[config.mk]
export PLATFORM = sky130hd
export DESIGN_NAME = muldiv_ctrl
export DESIGN_NICKNAME = d
export VERILOG_FILES = /design/src/rtl/muldiv_ctrl.sv
export SDC_FILE = /design/constraint.sdc
export NUM_CORES = 2
export LEC_CHECK = 0
export ABC_AREA = 0
export CAP_MARGIN = 20
export CORE_ASPECT_RATIO = 1.75
export CORE_MARGIN = 2
export CORE_UTILIZATION = 25
export CTS_CLUSTER_DIAMETER = 50
export DETAILED_ROUTE_END_ITERATION = 12
export PLACE_DENSITY_LB_ADDON = 0.2
export REMOVE_ABC_BUFFERS = 1
export SLEW_MARGIN = 0
export SYNTH_ARGS = -nofsm -noshare
export SYNTH_HDL_FRONTEND = slang
export SYNTH_SLANG_ARGS = --single-unit
[constraint.sdc]
create_clock -name clk -period 11.1 [get_ports clk]
set_input_delay 2.775 -clock clk [delete_from_list [all_inputs] [get_ports clk]]
set_output_delay 2.775 -clock clk [all_outputs]
set_load 0.03 [all_outputs]
[src/rtl/muldiv_ctrl.sv]
// ---------------------------------------------------------------------------
// muldiv_ctrl
//
// HI/LO multi-cycle unit controller sitting between the EX stage and an
// iterative radix-2 divider. One mult/multu/div/divu is accepted per request.
// The pipeline is held with `stall` while the operation runs. A 64-bit
// multiply is computed internally from registered operands in one cycle.
// Divides are handed to the external divider through a valid/ready pair.
// The result is delivered to HI/LO as a single-cycle write strobe. An
// exception flush cancels the operation at any point.
//
// Ports
//   clk            in   clock, rising edge
//   rst            in   asynchronous reset, active high
//   op_valid       in   EX holds a mult/div instruction
//   op[1:0]        in   00 mult, 01 multu, 10 div, 11 divu
//   a, b [31:0]    in   rs / rt operand values
//   flush          in   exception flush, cancels the current operation
//   stall          out  freezes the pipeline at and before EX
//   div_opn_valid  out  operands valid to the divider
//   div_sign       out  1 = signed divide
//   div_a, div_b   out  dividend / divisor
//   div_res_ready  out  controller accepts the divider result
//   div_res_valid  in   divider result valid
//   div_result     in   {remainder, quotient}
//   hilo_we        out  one-cycle HI/LO write strobe
//   hi_o, lo_o     out  values written into HI/LO
// ---------------------------------------------------------------------------
module muldiv_ctrl (
  input  logic        clk,
  input  logic        rst,
  input  logic        op_valid,
  input  logic [1:0]  op,
  input  logic [31:0] a,
  input  logic [31:0] b,
  input  logic        flush,
  output logic        stall,
  output logic        div_opn_valid,
  output logic        div_sign,
  output logic [31:0] div_a,
  output logic [31:0] div_b,
  output logic        div_res_ready,
  input  logic        div_res_valid,
  input  logic [63:0] div_result,
  output logic        hilo_we,
  output logic [31:0] hi_o,
  output logic [31:0] lo_o
);

  localparam int DATA_W = 32;

  typedef enum logic [1:0] {
    S_IDLE = 2'd0,
    S_MUL  = 2'd1,
    S_DIV  = 2'd2,
    S_DONE = 2'd3
  } state_t;

  state_t              state_q, state_d;
  logic [DATA_W-1:0]   opa_q, opa_d;
  logic [DATA_W-1:0]   opb_q, opb_d;
  logic                sign_q, sign_d;
  logic [DATA_W-1:0]   hi_q, hi_d;
  logic [DATA_W-1:0]   lo_q, lo_d;
  logic                accept;
  logic [2*DATA_W-1:0] product;

  // Both operands are widened to 33 bits (sign- or zero-extended) so one
  // signed multiplier serves mult and multu; the low 64 bits of the 66-bit
  // product are exact in both cases.
  function automatic logic [2*DATA_W-1:0] mul_full(
    input logic [DATA_W-1:0] x,
    input logic [DATA_W-1:0] y,
    input logic              sgn
  );
    logic signed [DATA_W:0]     xe;
    logic signed [DATA_W:0]     ye;
    logic signed [2*DATA_W+1:0] p;
    xe = {sgn & x[DATA_W-1], x};
    ye = {sgn & y[DATA_W-1], y};
    p  = xe * ye;
    return p[2*DATA_W-1:0];
  endfunction

  // Division by zero never reaches the divider: HI gets the dividend and
  // LO gets all ones, matching the divider's own degenerate result.
  function automatic logic [2*DATA_W-1:0] div_by_zero(
    input logic [DATA_W-1:0] x
  );
    return {x, {DATA_W{1'b1}}};
  endfunction

  assign accept  = (state_q == S_IDLE) && op_valid && !flush;
  assign product = mul_full(opa_q, opb_q, sign_q);

  always_comb begin
    state_d = state_q;
    opa_d   = opa_q;
    opb_d   = opb_q;
    sign_d  = sign_q;
    hi_d    = hi_q;
    lo_d    = lo_q;
    case (state_q)
      S_IDLE: begin
        if (accept) begin
          opa_d  = a;
          opb_d  = b;
          sign_d = ~op[0];
          if (!op[1]) begin
            state_d = S_MUL;
          end else if (b == '0) begin
            {hi_d, lo_d} = div_by_zero(a);
            state_d      = S_DONE;
          end else begin
            state_d = S_DIV;
          end
        end
      end
      S_MUL: begin
        if (flush) begin
          state_d = S_IDLE;
        end else begin
          {hi_d, lo_d} = product;
          state_d      = S_DONE;
        end
      end
      S_DIV: begin
        // Flush wins over a coincident result: nothing is captured.
        if (flush) begin
          state_d = S_IDLE;
        end else if (div_res_valid) begin
          hi_d    = div_result[63:32];
          lo_d    = div_result[31:0];
          state_d = S_DONE;
        end
      end
      S_DONE: begin
        // op_valid here is still the finishing instruction, so it is ignored.
        state_d = S_IDLE;
      end
      default: state_d = S_IDLE;
    endcase
  end

  always_ff @(posedge clk or posedge rst) begin
    if (rst) begin
      state_q <= S_IDLE;
      opa_q   <= '0;
      opb_q   <= '0;
      sign_q  <= 1'b0;
      hi_q    <= '0;
      lo_q    <= '0;
    end else begin
      state_q <= state_d;
      opa_q   <= opa_d;
      opb_q   <= opb_d;
      sign_q  <= sign_d;
      hi_q    <= hi_d;
      lo_q    <= lo_d;
    end
  end

  // stall covers the request cycle combinationally so EX is frozen from T0.
  assign stall         = accept || (state_q == S_MUL) || (state_q == S_DIV);
  // Dropping div_opn_valid (any cycle outside DIV) aborts the divider.
  assign div_opn_valid = (state_q == S_DIV);
  assign div_res_ready = (state_q == S_DIV);
  assign div_sign      = sign_q;
  assign div_a         = opa_q;
  assign div_b         = opb_q;
  assign hilo_we       = (state_q == S_DONE) && !flush;
  assign hi_o          = hi_q;
  assign lo_o          = lo_q;

endmodule

# == Yosys cells after proc, flatten, opt, wreduce, memory -nomap -nowiden ==
# Index checks and enable logic that the tools add are counted.
# word_totals
regBits,131
in_bits,135
output_inout_bits,133
elab_cells,53
# op_classes
mul,1
eq_ne,10
mux,21
bitwise_logic,3
reduce_logical,12
# ops
cell,n
$mux W32,12
$pmux W32 S3,2
$mul A33 B33 Y64,1
$logic_not A32 Y1,1
$mux W2,5
$ne A2 B2 Y1 const B,4
$pmux W2 S4,1
$reduce_and A7 Y1,1
$eq A2 B2 Y1 const B,2
$ne A2 B1 Y1 const B,2
$reduce_and A2 Y1,2
$logic_and A1 B1 Y1,3
$ne A3 B2 Y1 const B,1
$reduce_bool A3 Y1,1
$and A1 B1 Y1,2
$eq A2 B1 Y1 const B,1
$logic_not A2 Y1,1
$logic_or A1 B1 Y1,2
$logic_not A1 Y1,1
$mux W1,1
$not A1 Y1,1

# == Longest topological paths before layout ==
# logic_depth
word_depth,5
mapped_depth,32
depth_no_buf,29

# == Worst setup path before layout ==
# No wires, ideal clock.
# synth_timing
kind,register -> register
start,reg opa_q[31] (netlist: div_a[31])
end,reg hi_q[28] (netlist: hi_o[28])
setup_ns,0.083
arrival_time_ns,8.445
slack_ns,2.572
path_stages_with_launch,33
path_buffers,3
period_less_slack_ns,8.528
path_cell_list,dfrtp_1 > clkbuf_1 > and2_1 > clkbuf_1 > nand2_1 > inv_1 > fa_1 > inv_1 > fa_1 > inv_1 > fa_1 > fa_1 > inv_1 > fa_1 > inv_1 > fa_1 > inv_1 > fa_1 > fa_1 > inv_1 > ha_1 > clkbuf_1 > a21oi_1 > nor2b_1 > o21ai_0 > or2b_2 > a21oi_1 > o21bai_1 > a221o_1 > a21oi_1 > mux2i_1 > o22ai_1 > o21ai_0
# synth_via
elab_chain_cells,4
# synth_lines
item,line,text
start: declaration,60,"logic [DATA_W-1:0] opa_q, opa_d;"
start signal: assignment,155,opa_q <= opa_d;
$and A1 B1 Y1,79,"xe = {sgn & x[DATA_W-1], x};"
$mul A33 B33 Y64 (*),81,p = xe * ye;
$mux W32 (*),120,if (flush) begin
$pmux W32 S3 (*),103,case (state_q)
end signal: assignment,158,hi_q <= hi_d;
end: declaration,63,"logic [DATA_W-1:0] hi_q, hi_d;"
# Mark *: on every way between the ends. The rest lies on a longest branch, timed or not. The select of a mux whose other input is x is not followed.
# A chain may end at the register's enable or synchronous reset.

# == Worst setup path in the final report ==
# layout_timing
start,reg opb_q[9] (netlist: div_b[9])
end,reg hi_q[27] (netlist: hi_o[27])
# layout_via
elab_chain_cells,3
# layout_lines
item,line,text
start: declaration,61,"logic [DATA_W-1:0] opb_q, opb_d;"
start signal: assignment,156,opb_q <= opb_d;
$mul A33 B33 Y64,81,
$mux W32,120,
$pmux W32 S3,103,
# Every way passes these cells. The select of a mux whose other input is x is not followed.

==> results.json <==
{
  "synth_top_area_share_pct": 51.0,
  "cts.path.max_buffers": 2,
  "cts_resized": 0,
  "yosys.area_share.adder_pct": 57.1,
  "synth_compound_area_share_pct": 5.38,
  "cts_buffers": 17,
  "synth-edff-count": 0,
  "drt_iter0_drc": 1644,
  "synth-simple-area-share_pct": 14.6,
  "wire_per_inst_um": 25.0,
  "final_nets": 6385,
  "crit_type": "flip-flop to flip-flop",
  "post-cts-setup-buffer-count": 0,
  "htree_levels": 4,
  "synth_top_family_by_area": "adder cells",
  "fp.dieH_um": 560,
  "die_area_sq_um": 180000,
  "hpwl_mm": 150,
  "relSlewSlack_pct": 22.9,
  "cp-end-kind": "flip-flop",
  "grt_max_degree": 61,
  "wl_mm": 180,
  "drtPass1Iterations": 6,
  "fmax_mhz": 102,
  "final_common_cell": "inv_1",
  "pre_cts_ws_ns": 1.40,
  "hold_violations": 0,
  "num_rows": 204,
  "ys_ff_latch": 131,
  "clkTransAtPathRegs_ns": 0.07,
  "drt_drc_violations_left": 0,
  "setup_tns_ns": 0,
  "startpoint_type": "flip-flop",
  "worst_path_most_repeated_cell": "fa_1",
  "period_share_pct": 88.3,
  "ys.flop_type": "dfrtp_1",
  "ys_top_cells_by_area": "fa_1, inv_1, dfrtp_1",
  "crit_family": "adder cells",
  "netlist_instances": 4803,
  "cts_tree": "done",
  "grt_pass1_wl_mm": 261,
  "synthMuxAreaShare_pct": 1.72,
  "drive_above_1_share_pct": 5.16,
  "cts_hold_buffers": 0,
  "maxSlewViolCount": 0,
  "place_congestion": 0.894,
  "ys_async_sr_fraction_pct": 100,
  "worst_slew_pin_slew_ns": 1.16,
  "synthToLayoutAreaGrowth_pct": 13.5,
  "overflow": 0,
  "seq_area_frac_synth_pct": 7.43,
  "coreArea_sq_um": 176000,
  "max_cap_viol_count": 0,
  "ys_warn_count": 0,
  "die_w_um": 322,
  "clock_latency_ns": 0.53,
  "vias": 33300,
  "antenna_found_initial": 13,
  "ant_nets": 0,
  "syn_avg_cell_area_sq_um": 9.19,
  "ys_types": 77,
  "grt_pass1_vias": 37300,
  "rsz0062_at_grt": "false",
  "critical_path_buf_inv_count": 8,
  "status": "finished clean",
  "worst_slack_ns": 1.30,
  "ios": 268,
  "cts_sinks": 131,
  "worstPathRequired_ns": 11.49,
  "synth_area_sq_um": 44100,
  "start_util_pct": 25.1,
  "finalSetupViolations": 0,
  "viasPerCell": 4.63,
  "critPathSlowestCell": "dfrtp_1",
  "synth_xor_area_share_pct": 1.41,
  "synth_top_cell_by_area": "fa_1",
  "cts_root_buf": "clkbuf_16",
  "period_needed_ns": 9.80,
  "worstPathArrival_ns": 10.20,
  "layout_common_cells": "inv_1, fa_1, nand2_1",
  "grt.total_usage_pct": 20.4,
  "skew_ns": 0.0286,
  "hold_path.class": "flip-flop to flip-flop",
  "slowest_delay_ns": 1.11,
  "worstPathMaxFanout": 18,
  "portBuffers": 267
}
==> layout make-up <==
type / instances / area, sq um
Clock inverter: 15 / 165
Inverter: 1135 / 4270
Sequential cell: 131 / 3290
Tap cell: 2266 / 2840
Clock buffer: 17 / 425
Multi-Input combinational cell: 3246 / 35500
Antenna cell: 2 / 5.00
Fill cell: 18700 / 126000
Timing Repair Buffer: 378 / 3610
==> synthesized netlist by cell type, types with 4 or more instances <==
library cell / number
a211oi_1: 13
inv_1: 1135
o211ai_1: 9
mux2_2: 64
a211o_1: 4
o21bai_1: 12
or2_2: 10
a21oi_1: 101
and3_1: 19
o21ai_1: 4
o21ai_0: 67
nand3_1: 16
nand2_1: 826
a41oi_1: 11
dfrtp_1: 131
xnor2_1: 47
nor3_1: 23
nor2_1: 101
ha_1: 216
a21o_1: 44
buf_6: 7
and2_1: 343
nand2b_1: 8
fa_1: 1125
nor4_1: 11
o31ai_1: 12
clkbuf_1: 267
a221oi_1: 11
nand4_1: 21
a22oi_1: 11
o21a_1: 10
nor2b_1: 11
mux2i_1: 4
xor2_1: 24
buf_1: 6
a31oi_1: 15
==> kinds of logic (layout without fill, tap and decap cells) <==
| logic type | count (synthesis) | after routing |
|---|---|---|
| compound gates | 360 | 360 |
| flops | 131 | 131 |
| buf+inv | 1426 | 1545 |
| xor+xnor | 71 | 71 |
| mux | 68 | 68 |
| fa+ha+maj | 1341 | 1341 |
| simple gates | 1406 | 1406 |
| other cells | 0 | 2 |
==> metrics by stage <==
step | instance area (sq um) | hold WS [ns] | instances | utilization (%)
global route | 50100 | 0.507 | 7188 | 28.5
floorplan | 43000 | 0.580 | 4512 | -
global placement | 49400 | 0.464 | 7150 | 28.1
CTS | 50100 | 0.488 | 7188 | 28.5
detailed placement | 49500 | 0.465 | 7156 | 28.1
finish | 50100 | 0.481 | 7190 | 28.5
==> registers in the layout, summed over array words and instances, names as in the netlist <==
| name | count |
|---|---|
| lo_o | 32 |
| div_sign | 1 |
| state_q | 2 |
| hi_o | 32 |
| div_b | 32 |
| div_a | 32 |
==> final timing paths <==
check | start | to | slack, ns | depth (start not counted)
min in group asynchronous | rst | lo_o[1]$_DFFE_PP0P_ | 2.64 | 2
max | div_b[9]$_DFFE_PP0P_ | hi_o[27]$_DFFE_PP0P_ | 1.30 | 28
min reg2reg | lo_o[12]$_DFFE_PP0P_ | lo_o[12]$_DFFE_PP0P_ | 0.48 | 2
min | lo_o[12]$_DFFE_PP0P_ | lo_o[12]$_DFFE_PP0P_ | 0.48 | 2
max in group asynchronous | rst | lo_o[8]$_DFFE_PP0P_ | 7.15 | 3
max reg2reg | div_b[9]$_DFFE_PP0P_ | hi_o[27]$_DFFE_PP0P_ | 1.30 | 28
==> layer usage <==
layer | track usage [%] | wire (um) | vias to the layer above
met5 | 0 | 54 | -
met3 | 2.07 | 6490 | 262
li1 | - | - | 14200
met1 | 22.5 | 65600 | 17900
met4 | 8.17 | 8450 | 8
met2 | 39.1 | 99400 | 895
==> worst reg2reg max path, delay by kind of cell (launching register included) <==
kind	cells	cell delay, ns
compound gates	6	2.06
xor+xnor	1	0.09
fa+ha+maj	9	4.46
buf+inv	8	0.79
flops	1	1.11
simple gates	4	1.19
Power is left out: the tool's default activity adds up to more than one toggle a clock period on the data nets, which glitch-free logic cannot reach.
